## src/rtl/config_word_loader_pkg.sv

```systemverilog
// Shared constants for the config word loader and the LUT tile latch bank.
//   DATA_WIDTH : width of one configuration word / latch group
//   NUM_WORDS  : number of latch groups (width of the enable vector)
//   IDX_WIDTH  : width of the word index and length fields (2^IDX_WIDTH > NUM_WORDS)
//   state_t    : loader FSM state encoding {IDLE, WAIT, SETUP, STROBE, HOLD, DONE}
package config_word_loader_pkg;

  localparam int unsigned DATA_WIDTH  = 32;
  localparam int unsigned NUM_WORDS   = 40;
  localparam int unsigned IDX_WIDTH   = 6;
  localparam int unsigned STATE_WIDTH = 3;

  typedef logic [STATE_WIDTH-1:0] state_t;

  localparam state_t ST_IDLE   = 3'd0;
  localparam state_t ST_WAIT   = 3'd1;
  localparam state_t ST_SETUP  = 3'd2;
  localparam state_t ST_STROBE = 3'd3;
  localparam state_t ST_HOLD   = 3'd4;
  localparam state_t ST_DONE   = 3'd5;

endpackage

```

## src/rtl/config_word_loader_if.sv

```systemverilog
// Request, word stream and latch-bank signals of the config word loader.
//   master : load requester / word source (drives start, idx, len, valid, data)
//   slave  : the loader (drives ready, data bus, enables, busy, done, err)
interface config_word_loader_if;
  import config_word_loader_pkg::*;

  logic                  io_start;
  logic [IDX_WIDTH-1:0]  io_start_idx;
  logic [IDX_WIDTH-1:0]  io_len;
  logic                  io_in_valid;
  logic [DATA_WIDTH-1:0] io_in_data;
  logic                  io_in_ready;
  logic [DATA_WIDTH-1:0] io_d_in;
  logic [NUM_WORDS-1:0]  io_configs_en;
  logic                  io_busy;
  logic                  io_done;
  logic                  io_err;

  modport master (
    output io_start, io_start_idx, io_len, io_in_valid, io_in_data,
    input  io_in_ready, io_d_in, io_configs_en, io_busy, io_done, io_err
  );

  modport slave (
    input  io_start, io_start_idx, io_len, io_in_valid, io_in_data,
    output io_in_ready, io_d_in, io_configs_en, io_busy, io_done, io_err
  );

endinterface

```

## src/rtl/config_onehot_decoder.sv

```systemverilog
// Decodes a latch group index into a one-hot enable vector (all zero when en is low).
//   idx      : latch group index
//   en       : strobe qualifier
//   onehot_c : combinational one-hot enables, registered by the parent
module config_onehot_decoder
  import config_word_loader_pkg::*;
(
  input  logic [IDX_WIDTH-1:0] idx,
  input  logic                 en,
  output logic [NUM_WORDS-1:0] onehot_c
);

  always_comb begin
    onehot_c = '0;
    for (int unsigned i = 0; i < NUM_WORDS; i++) begin
      if (en && (idx == IDX_WIDTH'(i))) onehot_c[i] = 1'b1;
    end
  end

endmodule

```

## src/rtl/config_word_loader.sv

```systemverilog
// Loads the LUT tile config latch bank: each accepted word gets a setup cycle,
// a one-cycle one-hot enable strobe and a hold cycle on a registered data bus.
//   clk   : clock
//   reset : asynchronous active-high reset
//   bus   : request, word stream and latch bank outputs (slave side)
module config_word_loader
  import config_word_loader_pkg::*;
(
  input  logic                 clk,
  input  logic                 reset,
  config_word_loader_if.slave  bus
);

  localparam int unsigned EXT_WIDTH = IDX_WIDTH + 1;

  state_t                state_q, state_d;
  logic [IDX_WIDTH-1:0]  idx_q, idx_d;
  logic [IDX_WIDTH-1:0]  rem_q, rem_d;
  logic [DATA_WIDTH-1:0] d_in_q, d_in_d;
  logic [NUM_WORDS-1:0]  en_q, en_d;
  logic                  ready_q, ready_d;
  logic                  busy_q, busy_d;
  logic                  done_q, done_d;
  logic                  err_q, err_d;

  logic [EXT_WIDTH-1:0]  end_ext_c;
  logic                  req_bad_c;

  // End of the requested range is computed one bit wider so it cannot wrap.
  always_comb begin
    end_ext_c = EXT_WIDTH'(bus.io_start_idx) + EXT_WIDTH'(bus.io_len);
    req_bad_c = (bus.io_len == '0)
             || (bus.io_start_idx >= IDX_WIDTH'(NUM_WORDS))
             || (end_ext_c > EXT_WIDTH'(NUM_WORDS));
  end

  // Next-state and datapath.
  always_comb begin
    state_d = state_q;
    idx_d   = idx_q;
    rem_d   = rem_q;
    d_in_d  = d_in_q;
    err_d   = 1'b0;
    case (state_q)
      ST_IDLE: begin
        if (bus.io_start) begin
          if (req_bad_c) begin
            err_d = 1'b1;
          end else begin
            idx_d   = bus.io_start_idx;
            rem_d   = bus.io_len;
            state_d = ST_WAIT;
          end
        end
      end
      ST_WAIT: begin
        if (bus.io_in_valid && ready_q) begin
          d_in_d  = bus.io_in_data;
          state_d = ST_SETUP;
        end
      end
      ST_SETUP:  state_d = ST_STROBE;
      ST_STROBE: state_d = ST_HOLD;
      ST_HOLD: begin
        rem_d = rem_q - IDX_WIDTH'(1);
        // idx stays on the last word so it never points past the bank.
        if (rem_q == IDX_WIDTH'(1)) begin
          state_d = ST_DONE;
        end else begin
          idx_d   = idx_q + IDX_WIDTH'(1);
          state_d = ST_WAIT;
        end
      end
      ST_DONE: state_d = ST_IDLE;
      default: state_d = ST_IDLE;
    endcase
  end

  config_onehot_decoder u_decoder (
    .idx      (idx_q),
    .en       (state_d == ST_STROBE),
    .onehot_c (en_d)
  );

  // Status outputs are registered from the next state so they align with it.
  always_comb begin
    ready_d = (state_d == ST_WAIT);
    busy_d  = (state_d != ST_IDLE);
    done_d  = (state_d == ST_DONE);
  end

  always_ff @(posedge clk or posedge reset) begin
    if (reset) begin
      state_q <= ST_IDLE;
      idx_q   <= '0;
      rem_q   <= '0;
      d_in_q  <= '0;
      en_q    <= '0;
      ready_q <= 1'b0;
      busy_q  <= 1'b0;
      done_q  <= 1'b0;
      err_q   <= 1'b0;
    end else begin
      state_q <= state_d;
      idx_q   <= idx_d;
      rem_q   <= rem_d;
      d_in_q  <= d_in_d;
      en_q    <= en_d;
      ready_q <= ready_d;
      busy_q  <= busy_d;
      done_q  <= done_d;
      err_q   <= err_d;
    end
  end

  assign bus.io_in_ready   = ready_q;
  assign bus.io_d_in       = d_in_q;
  assign bus.io_configs_en = en_q;
  assign bus.io_busy       = busy_q;
  assign bus.io_done       = done_q;
  assign bus.io_err        = err_q;

endmodule

```

## src/flat_wrapper.sv

```systemverilog
// flat-port wrapper written by rule: the top's interface ports become plain ports
module config_word_loader_flat import config_word_loader_pkg::*;
  (clk, reset, bus_io_start, bus_io_start_idx, bus_io_len, bus_io_in_valid, bus_io_in_data, bus_io_in_ready, bus_io_d_in, bus_io_configs_en, bus_io_busy, bus_io_done, bus_io_err);
  config_word_loader_if bus_i ();
  input  logic clk;
  input  logic reset;
  input wire logic [$bits(bus_i.io_start)-1:0] bus_io_start;
  input wire logic [$bits(bus_i.io_start_idx)-1:0] bus_io_start_idx;
  input wire logic [$bits(bus_i.io_len)-1:0] bus_io_len;
  input wire logic [$bits(bus_i.io_in_valid)-1:0] bus_io_in_valid;
  input wire logic [$bits(bus_i.io_in_data)-1:0] bus_io_in_data;
  output wire logic [$bits(bus_i.io_in_ready)-1:0] bus_io_in_ready;
  output wire logic [$bits(bus_i.io_d_in)-1:0] bus_io_d_in;
  output wire logic [$bits(bus_i.io_configs_en)-1:0] bus_io_configs_en;
  output wire logic [$bits(bus_i.io_busy)-1:0] bus_io_busy;
  output wire logic [$bits(bus_i.io_done)-1:0] bus_io_done;
  output wire logic [$bits(bus_i.io_err)-1:0] bus_io_err;
  assign bus_i.io_start = bus_io_start;
  assign bus_i.io_start_idx = bus_io_start_idx;
  assign bus_i.io_len = bus_io_len;
  assign bus_i.io_in_valid = bus_io_in_valid;
  assign bus_i.io_in_data = bus_io_in_data;
  assign bus_io_in_ready = bus_i.io_in_ready;
  assign bus_io_d_in = bus_i.io_d_in;
  assign bus_io_configs_en = bus_i.io_configs_en;
  assign bus_io_busy = bus_i.io_busy;
  assign bus_io_done = bus_i.io_done;
  assign bus_io_err = bus_i.io_err;
  config_word_loader u_core (.clk(clk), .reset(reset), .bus(bus_i));
endmodule
```

## config.mk

```make
export PLATFORM = sky130hd
export DESIGN_NAME = config_word_loader_flat
export DESIGN_NICKNAME = d
export VERILOG_FILES = /design/src/rtl/config_word_loader_pkg.sv /design/src/rtl/config_word_loader_if.sv /design/src/rtl/config_onehot_decoder.sv /design/src/rtl/config_word_loader.sv /design/src/flat_wrapper.sv
export SDC_FILE = /design/constraint.sdc
export NUM_CORES = 1
export LEC_CHECK = 0
export ABC_AREA = 0
export BUFFER_PORTS_ARGS = -buffer_cell sky130_fd_sc_hd__buf_2
export CAP_MARGIN = 20
export CORE_ASPECT_RATIO = 1.75
export CORE_MARGIN = 2
export CORE_UTILIZATION = 51
export DETAILED_ROUTE_END_ITERATION = 7
export PLACE_DENSITY = 0.85
export SKIP_CTS_REPAIR_TIMING = 1
export SLEW_MARGIN = 20
export SYNTH_ARGS = -nofsm -noshare
export SYNTH_HDL_FRONTEND = slang
export SYNTH_SLANG_ARGS = --single-unit
```

## constraint.sdc

```tcl
create_clock -name clk -period 3.28 [get_ports clk]
set_input_delay 0.328 -clock clk [delete_from_list [all_inputs] [get_ports clk]]
set_output_delay 0.328 -clock clk [all_outputs]
set_load 0.01 [all_outputs]
```

==> Word level (Yosys, flattened, before mapping) <==
Index checks and enable logic that the tools add are counted.
{ "totals": {"inputBits": 48, "regBits": 91} }
{ "classes": {"n_addsub": 3, "n_reduce_logical": 51, "eq_ne": 50, "magnitude_cmp": 2, "n_mux": 55} }
{ "op_table": {"columns": ["cell", "count"], "rows": [
  ["equality test 6 x 5 -> 1 bit (second input constant)", 16],
  ["equality test 6 x 4 -> 1 bit (second input constant)", 8],
  ["equality test 6 bit (second input constant)", 8],
  ["2-to-1 mux 1 bit", 43],
  ["logical AND 1 bit", 41],
  ["2-to-1 mux 6 bit", 5],
  ["equality test 6 x 3 -> 1 bit (second input constant)", 4],
  ["one-hot mux 6 bit (2 select lines)", 2],
  ["one-hot mux 3 bit (5 select lines)", 1],
  ["equality test 6 x 1 -> 1 bit (second input constant)", 2],
  ["equality test 6 x 2 -> 1 bit (second input constant)", 2],
  ["zero test 6 bit", 2],
  ["2-to-1 mux 3 bit", 4],
  ["equality test 3 x 2 -> 1 bit (second input constant)", 3],
  ["adder 6 x 6 -> 7 bit", 1],
  ["> comparator 7 x 6 -> 1 bit (second input constant)", 1],
  ["adder 6 x 1 -> 6 bit (second input constant)", 1],
  ["equality test 3 x 1 -> 1 bit (second input constant)", 2],
  ["equality test 3 bit (second input constant)", 2],
  ["greater-or-equal comparator 6 bit (second input constant)", 1],
  ["inequality test 2 bit (second input constant)", 3],
  ["subtractor 6 x 1 -> 6 bit (second input constant)", 1],
  ["AND reduction 4 bit", 1],
  ["zero test 3 bit", 1],
  ["other kinds (5)", 6]
]} }

==> Logic depth before layout (Yosys ltp) <==
Gate-level depths: netlist (run 1).
{ "logic_depth": {"ltp_word": 9, "mapped_depth": 11} }

==> Hierarchy <==
A second synthesis (run 1) with hierarchy kept.
{ "unflattened": {"cells_unflattened": 324, "hier_area_um2": 3966.3} }
{ "by_module_without_submodules": {"columns": ["module", "area_each_um2", "cells_per_inst", "seq_area_each_um2", "instances"], "rows": [
  ["config_word_loader", 3579.7, 259, 2277.2, 1],
  ["config_onehot_decoder", 386.6, 65, 0.0, 1]
]} }

==> Least setup slack after synthesis (run 1) <==
Ideal clock, no wire load.
{ "synth_path": {"path_type": "input -> register", "start": "input port bus_io_len[0]", "end": "register u_core.idx_q[4]", "arrival_time_ps": 2131, "setup_slack_ps": 1028, "path_stages": 10, "setup_ps": 121, "t_required_ps": 3159, "cell_sequence": "ha_1 inv_1 fa_1 nand2b_1 a21oi_1 xor2_1 o2111a_1 nor2_2 buf_6 a22o_1"} }
{ "synth_between": {"elab_chain_cells": 5, "elab_cells_between_ends": 7, "classes_between": "1 x add/sub; 1 x order compare; 1 x eq/ne; 4 x reduce/logical"} }
{ "synth_rtl": {"columns": ["item", "line_no", "source"], "rows": [
  ["start: declaration", "flat_wrapper.sv:9", "input wire logic [$bits(bus_i.io_len)-1:0] bus_io_len;"],
  ["adder 6 x 6 -> 7 bit / zero test 6 bit (equally long branches)", "config_word_loader.sv:31, config_word_loader.sv:32", null],
  ["> comparator 7 x 6 -> 1 bit / logical OR 1 bit (equally long branches)", "config_word_loader.sv:34, config_word_loader.sv:33", null],
  ["logical OR 1 bit (*)", "config_word_loader.sv:34", "|| (end_ext_c > EXT_WIDTH'(NUM_WORDS));"],
  ["inequality test 2 bit (no source line) (*)", null, null],
  ["AND reduction 4 bit (no source line) (*)", null, null],
  ["end signal: assignment", "config_word_loader.sv:105", "idx_q <= idx_d;"],
  ["end: declaration", "config_word_loader.sv:17", "logic [IDX_WIDTH-1:0] idx_q, idx_d;"]
]} }
Mark *: on every way between the ends. The rest lies on a longest branch, timed or not.
A chain may end at the register's enable or synchronous reset.

==> Worst setup path in the final report (run 1) <==
Same ends and word-level chain as after synthesis.

==> impl_results.html, run 1 <==
<table>
<tr><th>Metric</th><th>Value</th></tr>
<tr><th colspan="2">Finish</th></tr>
<tr><td>Number of nets in the final layout</td><td>528</td></tr>
<tr><td>Synthesis-to-finish area growth</td><td>25.8%</td></tr>
<tr><td>Filler instances</td><td>568</td></tr>
<tr><td>Ant diodes</td><td>0</td></tr>
<tr><td>Layout cell share with drive strength beyond 1</td><td>39.4%</td></tr>
<tr><td>Post-route cell area</td><td>4920 sq um</td></tr>
<tr><th colspan="2">Routing</th></tr>
<tr><td>DR WL/cell</td><td>14.8 microns</td></tr>
<tr><td>Initial DRC Count</td><td>175</td></tr>
<tr><td>Number of vias in the routed layout</td><td>3016</td></tr>
<tr><td>Routed wire length</td><td>8300 microns</td></tr>
<tr><td>DRC violations left</td><td>0</td></tr>
<tr><td>Number of iterations in the first detailed-routing pass</td><td>4</td></tr>
<tr><td>Via-to-Cell Ratio</td><td>5.39</td></tr>
<tr><td>Post-DRT Antenna Nets</td><td>0</td></tr>
<tr><th colspan="2">Die</th></tr>
<tr><td>Initial core utilization</td><td>52.1%</td></tr>
<tr><td>Num ports</td><td>124</td></tr>
<tr><td>Floorplan die width</td><td>70.2 microns</td></tr>
<tr><td>Overall die height</td><td>120 microns</td></tr>
<tr><td>Core area</td><td>7510 sq um</td></tr>
<tr><td>Site row count</td><td>42</td></tr>
<tr><td>Area of the die</td><td>8420 sq um</td></tr>
<tr><th colspan="2">Placed design</th></tr>
<tr><td>Placement-stage cell area</td><td>4620 sq um</td></tr>
<tr><td>Final estimated routing congestion in global placement</td><td>0.789</td></tr>
<tr><td>DP Wirelength</td><td>6200 microns</td></tr>
<tr><td>Number of port buffers</td><td>123</td></tr>
<tr><th colspan="2">Setup path</th></tr>
<tr><td>Kind of cell adding the most delay to the critical path</td><td>compound AO/OA/AOI/OAI gates</td></tr>
<tr><td>Crit path DAT</td><td>2.59 ns</td></tr>
<tr><td>Endpoint class of the critical path</td><td>register</td></tr>
<tr><td>Count of buffering cells on the critical path with inverters included</td><td>2</td></tr>
<tr><td>Required time of the critical path</td><td>3.50 ns</td></tr>
<tr><td>Top fanout value on the critical path</td><td>11</td></tr>
<tr><td>Startpoint of the most critical register-to-register path</td><td>u_core.state_q[2]</td></tr>
<tr><td>Worst reg2reg path depth</td><td>5</td></tr>
<tr><td>Slowest cell delay on critical path</td><td>0.40 ns</td></tr>
<tr><td>Critical register-to-register path endpoint</td><td>u_core.bus.io_d_in[20]</td></tr>
<tr><td>Critical-path cell list</td><td>buf_2 -&gt; ha_1 -&gt; inv_1 -&gt; fa_1 -&gt; nand2b_1 -&gt; a21oi_1 -&gt; xor2_1 -&gt; o2111a_1 -&gt; nor2_2 -&gt; nand2_1 -&gt; a22o_1</td></tr>
<tr><td>Startpoint kind of the worst setup timing path</td><td>input pin</td></tr>
<tr><td>Cell with the largest stage delay on the worst path</td><td>sky130_fd_sc_hd__fa_1</td></tr>
<tr><td>Setup slack of the most critical reg-to-reg path</td><td>1.04 ns</td></tr>
<tr><td>Kind of critical path</td><td>in -&gt; reg</td></tr>
<tr><th colspan="2">Synthesis</th></tr>
<tr><td>Cell count after synthesis</td><td>341</td></tr>
<tr><td>Post-synthesis cell type with the largest combined area</td><td>sky130_fd_sc_hd__dfrtp_1</td></tr>
<tr><td>Sequential fraction of the synthesis area</td><td>58.2%</td></tr>
<tr><td>Top cells by area, synth</td><td>sky130_fd_sc_hd__dfrtp_1, sky130_fd_sc_hd__mux2_2, sky130_fd_sc_hd__nor2_1, sky130_fd_sc_hd__ha_1, sky130_fd_sc_hd__nand2_1</td></tr>
<tr><td>Net count of the mapped netlist</td><td>402</td></tr>
<tr><td>Proportion of register bits with asynchronous set or reset after synthesis</td><td>100%</td></tr>
<tr><td>Syn. warnings</td><td>0</td></tr>
<tr><td>Area of the mapped netlist</td><td>3910 sq um</td></tr>
<tr><td>Share of the synthesized area in the top cell type</td><td>58.2%</td></tr>
<tr><td>Number of distinct library cell variants in the gate-level netlist after synthesis</td><td>53</td></tr>
<tr><td>Number of synthesized flops with an enable pin</td><td>0</td></tr>
<tr><td>Average instance area after synthesis</td><td>11.5 sq um</td></tr>
<tr><td>Flip-flop cell with the highest count after synthesis</td><td>sky130_fd_sc_hd__dfrtp_1</td></tr>
<tr><td>Count of state elements after synthesis</td><td>91</td></tr>
<tr><th colspan="2">CTS</th></tr>
<tr><td>Sinks on Clock Net</td><td>91</td></tr>
<tr><td>Clock tree from TritonCTS</td><td>built</td></tr>
<tr><td>Number of H-tree branching levels</td><td>3</td></tr>
<tr><td>Num CTS Buffers</td><td>9</td></tr>
<tr><td>Clock-pin transition on the worst setup and hold timing paths</td><td>0.06 ns</td></tr>
<tr><td>Clock root buffer</td><td>sky130_fd_sc_hd__clkbuf_16</td></tr>
<tr><td>Worst-case clock buffer depth</td><td>2</td></tr>
<tr><td>Clock insertion delay at the later pin of the skew report</td><td>0.33 ns</td></tr>
<tr><th colspan="2">Hold path</th></tr>
<tr><td>Min-delay src</td><td>bus_io_in_data[23]</td></tr>
<tr><td>End point of the most critical hold path</td><td>u_core.bus.io_d_in[23]</td></tr>
<tr><td>Classification of the worst-slack hold path</td><td>in -&gt; reg</td></tr>
<tr><td>Worst hold stages</td><td>2</td></tr>
<tr><th colspan="2">Pwr</th></tr>
<tr><td>LEAKAGE</td><td>2.45 nW</td></tr>
<tr><td>Cell area power density</td><td>806 nW/um^2</td></tr>
<tr><td>Maximum ir drop on the vdd rail</td><td>434 uV</td></tr>
<tr><th colspan="2">STA</th></tr>
<tr><td>Number of setup violations in the final report</td><td>0</td></tr>
<tr><td>Total Neg Setup Slack</td><td>0 ns</td></tr>
<tr><td>Number of hold violations in the final report</td><td>0</td></tr>
<tr><td>Final min period</td><td>2.37 ns</td></tr>
<tr><td>Timing-limited maximum frequency</td><td>422 MHz</td></tr>
<tr><td>Clock skew</td><td>0.00763 ns</td></tr>
<tr><td>Fin crit share</td><td>72.2%</td></tr>
<tr><td>Slew margin rel.</td><td>44.5%</td></tr>
<tr><td>Unrepaired setup endpoints after global routing</td><td>false</td></tr>
<tr><td>Pins Over Slew Limit</td><td>0</td></tr>
<tr><td>Measured slew at the worst slew-check pin</td><td>0.830 ns</td></tr>
<tr><th colspan="2">Status</th></tr>
<tr><td>Status</td><td>finished clean</td></tr>
<tr><th colspan="2">GRT</th></tr>
<tr><td>Total routing usage reported by global routing</td><td>20.3%</td></tr>
<tr><td>Pin count of the biggest net entering global routing</td><td>40</td></tr>
<tr><td>Leftover overflow at the end of global routing</td><td>0</td></tr>
<tr><td>Wire length of the first global-routing pass</td><td>13500 microns</td></tr>
<tr><td>Vias in the first global route</td><td>2859</td></tr>
<tr><td>Antenna violations before repair</td><td>0</td></tr>
<tr><th colspan="2">Run</th></tr>
<tr><td>Maxcap violations</td><td>0</td></tr>
</table>
## cells in the mapped netlist, types with 3 or more instances
cell                       count
sky130_fd_sc_hd__dfrtp_1      91
sky130_fd_sc_hd__nand3_1      10
sky130_fd_sc_hd__ha_1         12
sky130_fd_sc_hd__nand2b_1      4
sky130_fd_sc_hd__nand2_1      27
sky130_fd_sc_hd__nand4_1       3
sky130_fd_sc_hd__buf_2         6
sky130_fd_sc_hd__o21ai_1       4
sky130_fd_sc_hd__nor2b_1       4
sky130_fd_sc_hd__nor2_1       51
sky130_fd_sc_hd__o21ai_0       6
sky130_fd_sc_hd__clkbuf_1      5
sky130_fd_sc_hd__nor3_1        7
sky130_fd_sc_hd__and3_1        3
sky130_fd_sc_hd__mux2_2       32
sky130_fd_sc_hd__a21oi_1      19
sky130_fd_sc_hd__inv_1        14
## stage by stage
step                      power (mW)  worst slack [ns]  utilization (%)  cells  hold slack [ns]
after floorplan                 2.55             0.588                -    341            0.480
after detailed placement        2.99             0.558             61.5    543            0.295
final                           3.97             0.911             65.5    560            0.226
after global placement          2.92             0.650             61.5    543            0.279
after CTS                       4.00             0.914             65.4    559          -0.0635
after global routing            4.23             0.748             65.5    560            0.213
## where the power goes
group	switching [mW]	internal (mW)
Combinational	0.696	0.589
Clock	0.401	0.610
Sequential	0.242	1.43
## state kept, by name, summed over array words and instances, names as in the netlist
signal and count:
u_core.bus.io_err 1, u_core.bus.io_d_in 32, u_core.state_q 3, u_core.bus.io_in_ready 1, u_core.idx_q 6, u_core.rem_q 6
u_core.bus.io_configs_en 40, u_core.bus.io_done 1, u_core.bus.io_busy 1
## routing by layer
layer  track usage (%)  vias to the layer above  wire [microns]
li1                  -                     1435               -
met1              24.7                     1473            3170
met2              34.6                       97            4560
met3              4.53                       11             431
met4              7.81                        0             139
met5                 0                        -               0
## cells by family after synthesis
logic type | synth area share, %
AO/OA/AOI/OAI | 9.81
XOR/XNOR | 0.671
adder cells (fa/ha/maj) | 4.35
buffers and inverters | 2.88
flip-flops | 58.2
multiplexers | 9.21
AND/OR/NAND/NOR | 14.9
## worst reg2reg max path, cell delays in order (launching register included)
cell                       delay, ns
sky130_fd_sc_hd__dfrtp_1        0.56
sky130_fd_sc_hd__inv_1          0.29
sky130_fd_sc_hd__nand3b_1       0.14
sky130_fd_sc_hd__nor2_2         0.52
sky130_fd_sc_hd__buf_12         0.25
sky130_fd_sc_hd__mux2_2         0.37
## worst max-delay path by stage
stage,end,slack [ns],start,depth (start not counted)
finish,u_core.idx_q[4],0.91,bus_io_len[0],11
CTS,u_core.idx_q[4],0.91,bus_io_len[0],11
floorplan,u_core.bus.io_busy,0.59,reset,1
global route,u_core.idx_q[4],0.75,bus_io_len[0],11
global placement,u_core.idx_q[4],0.65,bus_io_len[0],11
detailed placement,u_core.idx_q[4],0.56,bus_io_len[0],11
## layout make-up
type                       instances  area [sq um]  area share, %
multi-input combinational        224          1530           31.0
timing repair buffer             127           661           13.4
inverter                          14          53.8           1.09
clock inverter                     4          50.0           1.02
sequential                        91          2280           46.2
tap                               88           110           2.24
clock buffer                      12           246           5.01
## placed cells by master (no fill, tap or decap), drive strengths merged, types with 8 or more instances in the layout
master / count
nor2: 53
a21oi: 19
nor3: 8
nand3: 10
o21ai: 10
nand2: 27
mux2: 32
clkbuf: 12
inv: 13
buf: 126
ha: 12
dfrtp: 91
Note: power is estimated with default switching activity, not from simulation.
==> run 2: changes to the inputs <==
--- a/config.mk
+++ b/config.mk
@@ -5,14 +5,14 @@
 export SDC_FILE = /design/constraint.sdc
 export NUM_CORES = 1
 export LEC_CHECK = 0
-export ABC_AREA = 0
+export ABC_AREA = 1
 export BUFFER_PORTS_ARGS = -buffer_cell sky130_fd_sc_hd__buf_2
 export CAP_MARGIN = 20
 export CORE_ASPECT_RATIO = 1.75
 export CORE_MARGIN = 2
-export CORE_UTILIZATION = 51
+export CORE_UTILIZATION = 46
 export DETAILED_ROUTE_END_ITERATION = 7
-export PLACE_DENSITY = 0.85
+export PLACE_DENSITY = 0.81
 export SKIP_CTS_REPAIR_TIMING = 1
 export SLEW_MARGIN = 20
 export SYNTH_ARGS = -nofsm -noshare
==> constraint.sdc (replaced) <==
create_clock -name clk -period 2.17 [get_ports clk]
set_input_delay 0.217 -clock clk [delete_from_list [all_inputs] [get_ports clk]]
set_output_delay 0.217 -clock clk [all_outputs]
set_load 0.01 [all_outputs]
==> run 2 against run 1 <==
  * Count of clock-buffer cells in the layout rose by 1
  * Critical path depth did not move
  * Synthesized cell count rose by 30%
  * Register-to-register slack got worse by 0.77 ns
  * Sequential share of layout area fell by 0.68 points
  * Setup slack got worse by 0.64 ns
  * Sequential power rose by 46%
==> impl_results.html, run 2 <==
<table>
<tr><th>Metric</th><th>Value</th></tr>
<tr><th colspan="2">GRT</th></tr>
<tr><td>Leftover overflow at the end of global routing</td><td>0 (unchanged)</td></tr>
<tr><td>Vias in the first global route</td><td>3126 (+9.3%)</td></tr>
<tr><td>Total routing usage reported by global routing</td><td>19.7% (-0.57 points)</td></tr>
<tr><td>Wire length of the first global-routing pass</td><td>14100 microns (+4.6%)</td></tr>
<tr><td>Antenna violations before repair</td><td>0 (unchanged)</td></tr>
<tr><td>Pin count of the biggest net entering global routing</td><td>92 (+130%)</td></tr>
<tr><th colspan="2">Synthesis</th></tr>
<tr><td>Cell with the most instances after synthesis</td><td>sky130_fd_sc_hd__nand2_1</td></tr>
<tr><td>Count of state elements after synthesis</td><td>91 (unchanged)</td></tr>
<tr><td>Flip-flop cell with the highest count after synthesis</td><td>sky130_fd_sc_hd__dfrtp_1</td></tr>
<tr><td>Share of the synthesized area in the top cell type</td><td>57.8% (-0.35 points)</td></tr>
<tr><td>Net count of the mapped netlist</td><td>506 (+26%)</td></tr>
<tr><td>Sequential fraction of the synthesis area</td><td>57.8% (-0.35 points)</td></tr>
<tr><td>Proportion of register bits with asynchronous set or reset after synthesis</td><td>100% (unchanged)</td></tr>
<tr><td>Area of the mapped netlist</td><td>3940 sq um (+0.61%)</td></tr>
<tr><td>Most numerous cell types in the synthesized netlist</td><td>sky130_fd_sc_hd__nand2_1, sky130_fd_sc_hd__dfrtp_1, sky130_fd_sc_hd__nor2_1, sky130_fd_sc_hd__inv_1, sky130_fd_sc_hd__nand3_1</td></tr>
<tr><td>Number of distinct library cell variants in the gate-level netlist after synthesis</td><td>28 (-47%)</td></tr>
<tr><td>Top cells by area, synth</td><td>sky130_fd_sc_hd__dfrtp_1, sky130_fd_sc_hd__nand2_1, sky130_fd_sc_hd__nor2_1, sky130_fd_sc_hd__ha_1, sky130_fd_sc_hd__inv_1</td></tr>
<tr><td>Average instance area after synthesis</td><td>8.85 sq um (-23%)</td></tr>
<tr><td>Syn. warnings</td><td>0 (unchanged)</td></tr>
<tr><td>Post-synthesis cell type with the largest combined area</td><td>sky130_fd_sc_hd__dfrtp_1</td></tr>
<tr><td>Number of synthesized flops with an enable pin</td><td>0 (unchanged)</td></tr>
<tr><td>Cell count after synthesis</td><td>445 (+30%)</td></tr>
<tr><th colspan="2">Placed design</th></tr>
<tr><td>Placement-stage cell area</td><td>4690 sq um (+1.6%)</td></tr>
<tr><td>Final estimated routing congestion in global placement</td><td>0.827 (+4.8%)</td></tr>
<tr><td>DP Cell Count</td><td>674 (+24%)</td></tr>
<tr><td>DP Wirelength</td><td>6650 microns (+7.4%)</td></tr>
<tr><td>Number of port buffers</td><td>123 (unchanged)</td></tr>
<tr><th colspan="2">Pwr</th></tr>
<tr><td>Cell area power density</td><td>1200 nW/um^2 (+48%)</td></tr>
<tr><td>Psw</td><td>2.20 mW (+64%)</td></tr>
<tr><td>Clock power share</td><td>26.1% (+0.6 points)</td></tr>
<tr><td>Share of power burned in registers</td><td>40.7% (-1.4 points)</td></tr>
<tr><td>Part of the total power dissipated in combinational logic</td><td>33.2% (+0.8 points)</td></tr>
<tr><td>Pint</td><td>3.78 mW (+44%)</td></tr>
<tr><td>Maximum ir drop on the vdd rail</td><td>529 uV (+22%)</td></tr>
<tr><td>LEAKAGE</td><td>2.82 nW (+15%)</td></tr>
<tr><td>Switch share</td><td>36.7% (+3.0 points)</td></tr>
<tr><th colspan="2">CTS</th></tr>
<tr><td>Sinks on Clock Net</td><td>91 (unchanged)</td></tr>
<tr><td>Clock root buffer</td><td>sky130_fd_sc_hd__clkbuf_16</td></tr>
<tr><td>Worst-case clock buffer depth</td><td>2 (unchanged)</td></tr>
<tr><td>Num CTS Buffers</td><td>9 (unchanged)</td></tr>
<tr><td>Clock-pin transition on the worst setup and hold timing paths</td><td>0.06 ns (about the same)</td></tr>
<tr><td>Clock tree from TritonCTS</td><td>built</td></tr>
<tr><td>Clock insertion delay at the later pin of the skew report</td><td>0.34 ns (about the same)</td></tr>
<tr><td>Number of H-tree branching levels</td><td>3 (unchanged)</td></tr>
<tr><th colspan="2">STA</th></tr>
<tr><td>Fin crit share</td><td>87.6%</td></tr>
<tr><td>Number of hold violations in the final report</td><td>0 (unchanged)</td></tr>
<tr><td>Number of setup violations in the final report</td><td>0 (unchanged)</td></tr>
<tr><td>Clock skew</td><td>0.00493 ns (-0.00270 ns)</td></tr>
<tr><td>Slew margin rel.</td><td>37.0% (-7.4 points)</td></tr>
<tr><td>Pins Over Slew Limit</td><td>0 (unchanged)</td></tr>
<tr><td>Measured slew at the worst slew-check pin</td><td>0.943 ns (+0.113 ns)</td></tr>
<tr><td>Total Neg Setup Slack</td><td>0 ns (unchanged)</td></tr>
<tr><td>Unrepaired setup endpoints after global routing</td><td>false</td></tr>
<tr><td>Final min period</td><td>1.90 ns</td></tr>
<tr><td>Timing-limited maximum frequency</td><td>526 MHz</td></tr>
<tr><th colspan="2">Routing</th></tr>
<tr><td>Via-to-Cell Ratio</td><td>4.82 (-11%)</td></tr>
<tr><td>DRC violations left</td><td>0 (unchanged)</td></tr>
<tr><td>Post-DRT Antenna Nets</td><td>0 (unchanged)</td></tr>
<tr><td>DR WL/cell</td><td>12.9 microns (-13%)</td></tr>
<tr><td>Initial DRC Count</td><td>200 (+14%)</td></tr>
<tr><td>Number of vias in the routed layout</td><td>3324 (+10%)</td></tr>
<tr><td>Routed wire length</td><td>8880 microns (+7.1%)</td></tr>
<tr><td>Number of iterations in the first detailed-routing pass</td><td>5 (+1)</td></tr>
<tr><th colspan="2">Run</th></tr>
<tr><td>Maxcap violations</td><td>0 (unchanged)</td></tr>
<tr><th colspan="2">Finish</th></tr>
<tr><td>Commonest non-fill, non-tap cells in the layout</td><td>sky130_fd_sc_hd__nand2_1, sky130_fd_sc_hd__buf_2, sky130_fd_sc_hd__dfrtp_1</td></tr>
<tr><td>Final Non-Filler Cells</td><td>690 (+23%)</td></tr>
<tr><td>Layout cell share with drive strength beyond 1</td><td>27.8% (-12 points)</td></tr>
<tr><td>Number of nets in the final layout</td><td>631 (+20%)</td></tr>
<tr><td>Most common library cell in the layout ignoring fill and taps</td><td>sky130_fd_sc_hd__nand2_1</td></tr>
<tr><td>Ant diodes</td><td>0 (unchanged)</td></tr>
<tr><td>Synthesis-to-finish area growth</td><td>26.9%</td></tr>
<tr><td>Post-route cell area</td><td>5000 sq um (+1.5%)</td></tr>
<tr><td>Number of flip-flops in the largest register</td><td>40 (unchanged)</td></tr>
<tr><th colspan="2">Setup path</th></tr>
<tr><td>Top fanout value on the critical path</td><td>15 (+4)</td></tr>
<tr><td>Startpoint kind of the worst setup timing path</td><td>register</td></tr>
<tr><td>Required time of the critical path</td><td>2.43 ns (-1.07 ns)</td></tr>
<tr><td>Endpoint class of the critical path</td><td>register</td></tr>
<tr><td>Slowest cell delay on critical path</td><td>0.40 ns (about the same)</td></tr>
<tr><td>Cell with the largest stage delay on the worst path</td><td>sky130_fd_sc_hd__dfrtp_1</td></tr>
<tr><td>Critical-path cell list</td><td>or2_4 -&gt; nor2_4 -&gt; inv_2 -&gt; or2_4 -&gt; nor2_4 -&gt; inv_2 -&gt; nand2_1 -&gt; nor2_1 -&gt; nand2_2 -&gt; nand2_1 -&gt; o21ai_1</td></tr>
<tr><td>Crit path DAT</td><td>2.16 ns (-0.43 ns)</td></tr>
<tr><td>Kind of critical path</td><td>reg -&gt; reg</td></tr>
<tr><th colspan="2">Die</th></tr>
<tr><td>Initial core utilization</td><td>47.4% (-4.7 points)</td></tr>
<tr><td>Area of the die</td><td>9350 sq um (+11%)</td></tr>
<tr><td>Site row count</td><td>44 (+4.8%)</td></tr>
<tr><td>Core area</td><td>8310 sq um (+11%)</td></tr>
<tr><td>Floorplan die width</td><td>73.9 microns (+5.3%)</td></tr>
<tr><td>Num ports</td><td>124 (unchanged)</td></tr>
<tr><td>Overall die height</td><td>126 microns (+5.4%)</td></tr>
<tr><th colspan="2">Hold path</th></tr>
<tr><td>Classification of the worst-slack hold path</td><td>in -&gt; async</td></tr>
<tr><th colspan="2">Status</th></tr>
<tr><td>Status</td><td>finished clean</td></tr>
</table>
-- run 2: changes by cell type in the layout (fill, tap and decap cells not counted), moves of 5 or more --
cell / delta
sky130_fd_sc_hd__o21ai_0: +5
sky130_fd_sc_hd__a21oi_1: -11
sky130_fd_sc_hd__nand2_1: +127
sky130_fd_sc_hd__nor2_1: -5
sky130_fd_sc_hd__nand2_2: +5
sky130_fd_sc_hd__mux2_2: -32
sky130_fd_sc_hd__nand3_1: +13
sky130_fd_sc_hd__nor4_1: +11
sky130_fd_sc_hd__inv_1: +21
-- run 2: final cells by class --
class,count,area [sq um]
fill,699,3310
tap,115,144
timing repair buffer,128,666
clock buffer,13,260
sequential,91,2280
multi-input combinational,303,1460
inverter,37,143
clock inverter,3,46.3
-- run 2: power by group through the flow --
stage | logic, mW | clock network (mW) | registers (mW)
floorplan | 1.24 | 0 | 2.55
global placement | 1.93 | 0 | 2.43
detailed placement | 2.00 | 0 | 2.46
CTS | 2.00 | 1.60 | 2.43
global route | 2.28 | 1.66 | 2.49
finish | 1.98 | 1.56 | 2.44
-- run 2: worst paths after layout --
path	start	end	slack, ns	depth (start not counted)
max in group asynchronous	reset	u_core.bus.io_d_in[21]	1.82	3
setup / recovery	u_core.state_q[0]	u_core.idx_q[4]	0.27	11
hold reg to reg	u_core.bus.io_d_in[5]	u_core.bus.io_d_in[5]	0.47	2
min in group clk	bus_io_in_data[22]	u_core.bus.io_d_in[22]	0.08	3
hold / removal	reset	u_core.bus.io_d_in[2]	0.02	3
setup reg to reg	u_core.state_q[0]	u_core.idx_q[4]	0.27	11
-- run 2: cells by family (layout without fill, tap and decap cells) --
| family | after synthesis | in the layout | synth area share [%] |
|---|---|---|---|
| and+or+nand+nor | 259 | 259 | 28.0 |
| AOI/OAI and AO/OA | 30 | 30 | 4.51 |
| xor gates and xnor gates | 1 | 1 | 0.222 |
| buffers and inverters | 51 | 181 | 5.08 |
| DFF | 91 | 91 | 57.8 |
| adders and majority gates | 13 | 13 | 4.32 |
-- run 2: metal layers --
layer / part of all wire [%] / vias up / track usage, %
li1: - / 1664 / -
met1: 40 / 1521 / 22.4
met2: 51 / 119 / 34.0
met3: 6.0 / 20 / 4.21
met4: 2.8 / 0 / 9.52
met5: 0 / - / 0
-- run 2: per-stage QoR --
stage	hold WS, ns	util [%]	power (mW)	setup WS (ns)
floorplan	0.334	-	3.78	0.321
global placement	0.385	56.4	4.36	0.136
detailed placement	0.394	56.4	4.46	0.0407
CTS	0.0293	60.1	6.03	0.253
global route	0.0689	60.1	6.42	0.157
finish	0.0173	60.1	5.98	0.269
-- run 2: critical path, delay by kind of cell, from the launching register on --
| family | cells | cell delay (ns) |
|---|---|---|
| compound gates | 1 | 0.10 |
| buf+inv | 2 | 0.16 |
| flops | 1 | 0.40 |
| simple gates | 8 | 1.17 |
==> run 3: changes to the inputs <==
--- a/config.mk
+++ b/config.mk
@@ -17,4 +17,5 @@
 export SLEW_MARGIN = 20
 export SYNTH_ARGS = -nofsm -noshare
 export SYNTH_HDL_FRONTEND = slang
+export SYNTH_HIERARCHICAL = 1
 export SYNTH_SLANG_ARGS = --single-unit
==> run 3 against run 2 <==
  * The flow now finishes with violations (negative hold slack)
  * Die area rose by 0.85%
  * Sequential share of layout area fell by 0.31 points
  * Fmax increased by 2.2%
  * Register-to-register slack better by 0.04 ns
  * First-iteration DRC count grew 1.5%
  * Worst hold slack lost 0.033 ns
  * Sequential power rose by 2%
  * Clock power grew 5%
  * Largest cell class unchanged
==> impl_results.html, run 3 <==
<table>
<tr><th>Metric</th><th>Value</th></tr>
<tr><th colspan="2">Setup path</th></tr>
<tr><td>Kind of critical path</td><td>reg -&gt; reg</td></tr>
<tr><td>Required time of the critical path</td><td>2.42 ns (about the same)</td></tr>
<tr><td>Top fanout value on the critical path</td><td>16 (+1)</td></tr>
<tr><td>Critical path startpoint</td><td>u_core/state_q[1]</td></tr>
<tr><td>Crit path DAT</td><td>2.11 ns (-0.05 ns)</td></tr>
<tr><td>Startpoint kind of the worst setup timing path</td><td>register</td></tr>
<tr><td>Startpoint of the most critical register-to-register path</td><td>u_core/state_q[1]</td></tr>
<tr><td>Endpoint class of the critical path</td><td>register</td></tr>
<tr><th colspan="2">Synthesis</th></tr>
<tr><td>Share of the synthesized area in the top cell type</td><td>57.3% (-0.51 points)</td></tr>
<tr><td>Syn. warnings</td><td>6 (+6)</td></tr>
<tr><td>Number of distinct library cell variants in the gate-level netlist after synthesis</td><td>35 (+25%)</td></tr>
<tr><td>Cell with the most instances after synthesis</td><td>sky130_fd_sc_hd__nand2_1</td></tr>
<tr><td>Post-synthesis cell type with the largest combined area</td><td>sky130_fd_sc_hd__dfrtp_1</td></tr>
<tr><td>Top cells by area, synth</td><td>sky130_fd_sc_hd__dfrtp_1, sky130_fd_sc_hd__nand2_1, sky130_fd_sc_hd__nor2_1, sky130_fd_sc_hd__ha_1, sky130_fd_sc_hd__nand3_1</td></tr>
<tr><td>Area of the mapped netlist</td><td>3970 sq um (+0.89%)</td></tr>
<tr><td>Net count of the mapped netlist</td><td>507 (+0.20%)</td></tr>
<tr><td>Proportion of register bits with asynchronous set or reset after synthesis</td><td>100% (unchanged)</td></tr>
<tr><td>Most numerous cell types in the synthesized netlist</td><td>sky130_fd_sc_hd__nand2_1, sky130_fd_sc_hd__dfrtp_1, sky130_fd_sc_hd__nor2_1, sky130_fd_sc_hd__inv_1, sky130_fd_sc_hd__nand3_1</td></tr>
<tr><td>Average instance area after synthesis</td><td>8.85 sq um (about the same)</td></tr>
<tr><td>Number of synthesized flops with an enable pin</td><td>0 (unchanged)</td></tr>
<tr><td>Count of state elements after synthesis</td><td>91 (unchanged)</td></tr>
<tr><td>Cell count after synthesis</td><td>449 (+0.90%)</td></tr>
<tr><td>Flip-flop cell with the highest count after synthesis</td><td>sky130_fd_sc_hd__dfrtp_1</td></tr>
<tr><td>Sequential fraction of the synthesis area</td><td>57.3% (-0.51 points)</td></tr>
<tr><th colspan="2">Finish</th></tr>
<tr><td>Commonest non-fill, non-tap cells in the layout</td><td>sky130_fd_sc_hd__nand2_1, sky130_fd_sc_hd__buf_2, sky130_fd_sc_hd__dfrtp_1</td></tr>
<tr><td>Post-route cell area</td><td>5030 sq um (+0.68%)</td></tr>
<tr><td>Layout cell share with drive strength beyond 1</td><td>29.3% (+1.4 points)</td></tr>
<tr><td>Ant diodes</td><td>0 (unchanged)</td></tr>
<tr><td>Sequential cell area</td><td>2280 sq um (unchanged)</td></tr>
<tr><td>Most common library cell in the layout ignoring fill and taps</td><td>sky130_fd_sc_hd__nand2_1</td></tr>
<tr><td>Number of nets in the final layout</td><td>634 (+0.48%)</td></tr>
<tr><td>Number of flip-flops in the largest register</td><td>40 (unchanged)</td></tr>
<tr><td>Synthesis-to-finish area growth</td><td>26.7%</td></tr>
<tr><td>Filler instances</td><td>761 (+8.9%)</td></tr>
<tr><td>Area used by multi-input combinational logic</td><td>1520 sq um (+3.9%)</td></tr>
<tr><th colspan="2">GRT</th></tr>
<tr><td>GR Layer Usage met2</td><td>36.3% (+2.3 points)</td></tr>
<tr><td>Leftover overflow at the end of global routing</td><td>0 (unchanged)</td></tr>
<tr><td>Antenna violations before repair</td><td>0 (unchanged)</td></tr>
<tr><td>Wire length of the first global-routing pass</td><td>14500 microns (+2.7%)</td></tr>
<tr><td>Vias in the first global route</td><td>3277 (+4.8%)</td></tr>
<tr><td>Total routing usage reported by global routing</td><td>19.8% (+0.14 points)</td></tr>
<tr><td>GR Util met3</td><td>3.42% (-0.79 points)</td></tr>
<tr><td>Met1 Resource Use GR</td><td>21.5% (-0.92 points)</td></tr>
<tr><td>Pin count of the biggest net entering global routing</td><td>62 (-33%)</td></tr>
<tr><td>Gr busiest metal</td><td>met2</td></tr>
<tr><th colspan="2">Routing</th></tr>
<tr><td>Routed wire length</td><td>8940 microns (+0.70%)</td></tr>
<tr><td>Number of iterations in the first detailed-routing pass</td><td>4 (-1)</td></tr>
<tr><td>Initial DRC Count</td><td>203 (+1.5%)</td></tr>
<tr><td>Number of vias in the routed layout</td><td>3305 (-0.57%)</td></tr>
<tr><td>Via-to-Cell Ratio</td><td>4.75 (-1.4%)</td></tr>
<tr><td>DRC violations left</td><td>0 (unchanged)</td></tr>
<tr><td>DR WL/cell</td><td>12.8 microns (-0.17%)</td></tr>
<tr><td>Post-DRT Antenna Nets</td><td>0 (unchanged)</td></tr>
<tr><th colspan="2">Status</th></tr>
<tr><td>Violated checks</td><td>negative hold slack</td></tr>
<tr><td>Status</td><td>complete, but fails checks</td></tr>
<tr><th colspan="2">Pwr</th></tr>
<tr><td>Maximum ir drop on the vdd rail</td><td>695 uV (+31%)</td></tr>
<tr><td>Total power</td><td>6.03 mW (+0.82%)</td></tr>
<tr><td>Cell area power density</td><td>1200 nW/um^2 (+0.14%)</td></tr>
<tr><td>LEAKAGE</td><td>2.87 nW (+1.7%)</td></tr>
<tr><th colspan="2">STA</th></tr>
<tr><td>Slew margin rel.</td><td>49.9% (+13 points)</td></tr>
<tr><td>Total Neg Setup Slack</td><td>0 ns (unchanged)</td></tr>
<tr><td>Number of hold violations in the final report</td><td>23 (+23)</td></tr>
<tr><td>Clock skew</td><td>0.00629 ns (+0.00137 ns)</td></tr>
<tr><td>Pins Over Slew Limit</td><td>0 (unchanged)</td></tr>
<tr><td>Unrepaired setup endpoints after global routing</td><td>false</td></tr>
<tr><td>Worst Slack Setup Final</td><td>0.309 ns (+0.0402 ns)</td></tr>
<tr><td>Post-Route Hold Slack</td><td>-0.0161 ns (-0.0334 ns)</td></tr>
<tr><td>Final min period</td><td>1.86 ns (-0.0402 ns)</td></tr>
<tr><td>Number of setup violations in the final report</td><td>0 (unchanged)</td></tr>
<tr><td>Measured slew at the worst slew-check pin</td><td>0.745 ns (-0.198 ns)</td></tr>
<tr><td>Timing-limited maximum frequency</td><td>537 MHz (+2.2%)</td></tr>
<tr><td>Fin crit share</td><td>85.7% (-1.9 points)</td></tr>
<tr><th colspan="2">Die</th></tr>
<tr><td>Core area</td><td>8370 sq um (+0.66%)</td></tr>
<tr><td>Initial core utilization</td><td>47.5% (+0.11 points)</td></tr>
<tr><td>Num ports</td><td>124 (unchanged)</td></tr>
<tr><td>Floorplan die width</td><td>74.3 microns (+0.42%)</td></tr>
<tr><td>Site row count</td><td>44 (unchanged)</td></tr>
<tr><td>Area of the die</td><td>9420 sq um (+0.85%)</td></tr>
<tr><td>Overall die height</td><td>127 microns (+0.43%)</td></tr>
<tr><th colspan="2">CTS</th></tr>
<tr><td>Worst-case clock buffer depth</td><td>2 (unchanged)</td></tr>
<tr><td>Clock root buffer</td><td>sky130_fd_sc_hd__clkbuf_16</td></tr>
<tr><td>Clock insertion delay at the later pin of the skew report</td><td>0.33 ns (about the same)</td></tr>
<tr><td>Number of H-tree branching levels</td><td>3 (unchanged)</td></tr>
<tr><td>Sinks on Clock Net</td><td>91 (unchanged)</td></tr>
<tr><td>Num CTS Buffers</td><td>9 (unchanged)</td></tr>
<tr><td>Clock tree from TritonCTS</td><td>built</td></tr>
<tr><td>Clock-pin transition on the worst setup and hold timing paths</td><td>0.06 ns (about the same)</td></tr>
<tr><th colspan="2">Hold path</th></tr>
<tr><td>Classification of the worst-slack hold path</td><td>in -&gt; async</td></tr>
<tr><th colspan="2">Run</th></tr>
<tr><td>Maxcap violations</td><td>0 (unchanged)</td></tr>
<tr><th colspan="2">Placed design</th></tr>
<tr><td>Worst-case setup slack after placement</td><td>0.213 ns (+0.173 ns)</td></tr>
<tr><td>Number of port buffers</td><td>123 (unchanged)</td></tr>
<tr><td>Placement-stage cell area</td><td>4710 sq um (+0.43%)</td></tr>
<tr><td>DP Wirelength</td><td>6790 microns (+2.0%)</td></tr>
<tr><td>Final estimated routing congestion in global placement</td><td>0.847 (+2.4%)</td></tr>
</table>
## run 3: layout make-up
| cell class | instances | area share [%] |
|---|---|---|
| clock inverter | 4 | 1.47 |
| clock buffer | 12 | 4.90 |
| multi-input combinational | 315 | 30.2 |
| sequential | 91 | 45.3 |
| timing repair buffer | 126 | 12.7 |
| tap | 115 | 2.86 |
| inverter | 33 | 2.64 |
## run 3: per-stage QoR
stage / utilization (%) / std cells
6_report: 60.1 / 696
5_1_grt: 60.1 / 696
4_1_cts: 60.1 / 696
3_5_place_dp: 56.3 / 680
3_3_place_gp: 56.3 / 680
2_1_floorplan: - / 449
## run 3: kinds of logic after synthesis
logic type / after synthesis / share of synthesized area (%)
AOI/OAI and AO/OA: 21 / 3.21
adders and majority gates: 10 / 3.34
xor gates and xnor gates: 3 / 0.662
DFF: 91 / 57.3
and+or+nand+nor: 281 / 31.1
buffers and inverters: 43 / 4.41
## run 3: metal layers
layer	up-vias	routed length, microns
li1	1647	-
met1	1537	3390
met2	103	5020
met3	18	314
met4	0	225
met5	-	0
## run 3: report_power, final
| part | internal, mW | switching (mW) |
|---|---|---|
| clock network | 1.04 | 0.603 |
| registers | 2.13 | 0.356 |
| logic | 0.693 | 1.20 |
## run 3: worst paths after layout
check	slack [ns]	cells after the start	endpoint
worst max-delay path	0.31	4	u_core/bus.io_configs_en[3]
worst min-delay path	-0.02	3	u_core/idx_q[2]
worst max register to register	0.31	4	u_core/bus.io_configs_en[3]
worst min register to register	0.47	2	u_core/bus.io_d_in[18]
max in group asynchronous	1.57	3	u_core/bus.io_configs_en[17]
min in group clk	0.09	3	u_core/bus.io_d_in[4]
## run 3: critical path, stage by stage (launching register included)
cell	delay, ns
sky130_fd_sc_hd__dfrtp_1	0.45
sky130_fd_sc_hd__inv_1	0.08
sky130_fd_sc_hd__nor3_1	0.58
sky130_fd_sc_hd__nand3_2	0.44
sky130_fd_sc_hd__nor2_1	0.23
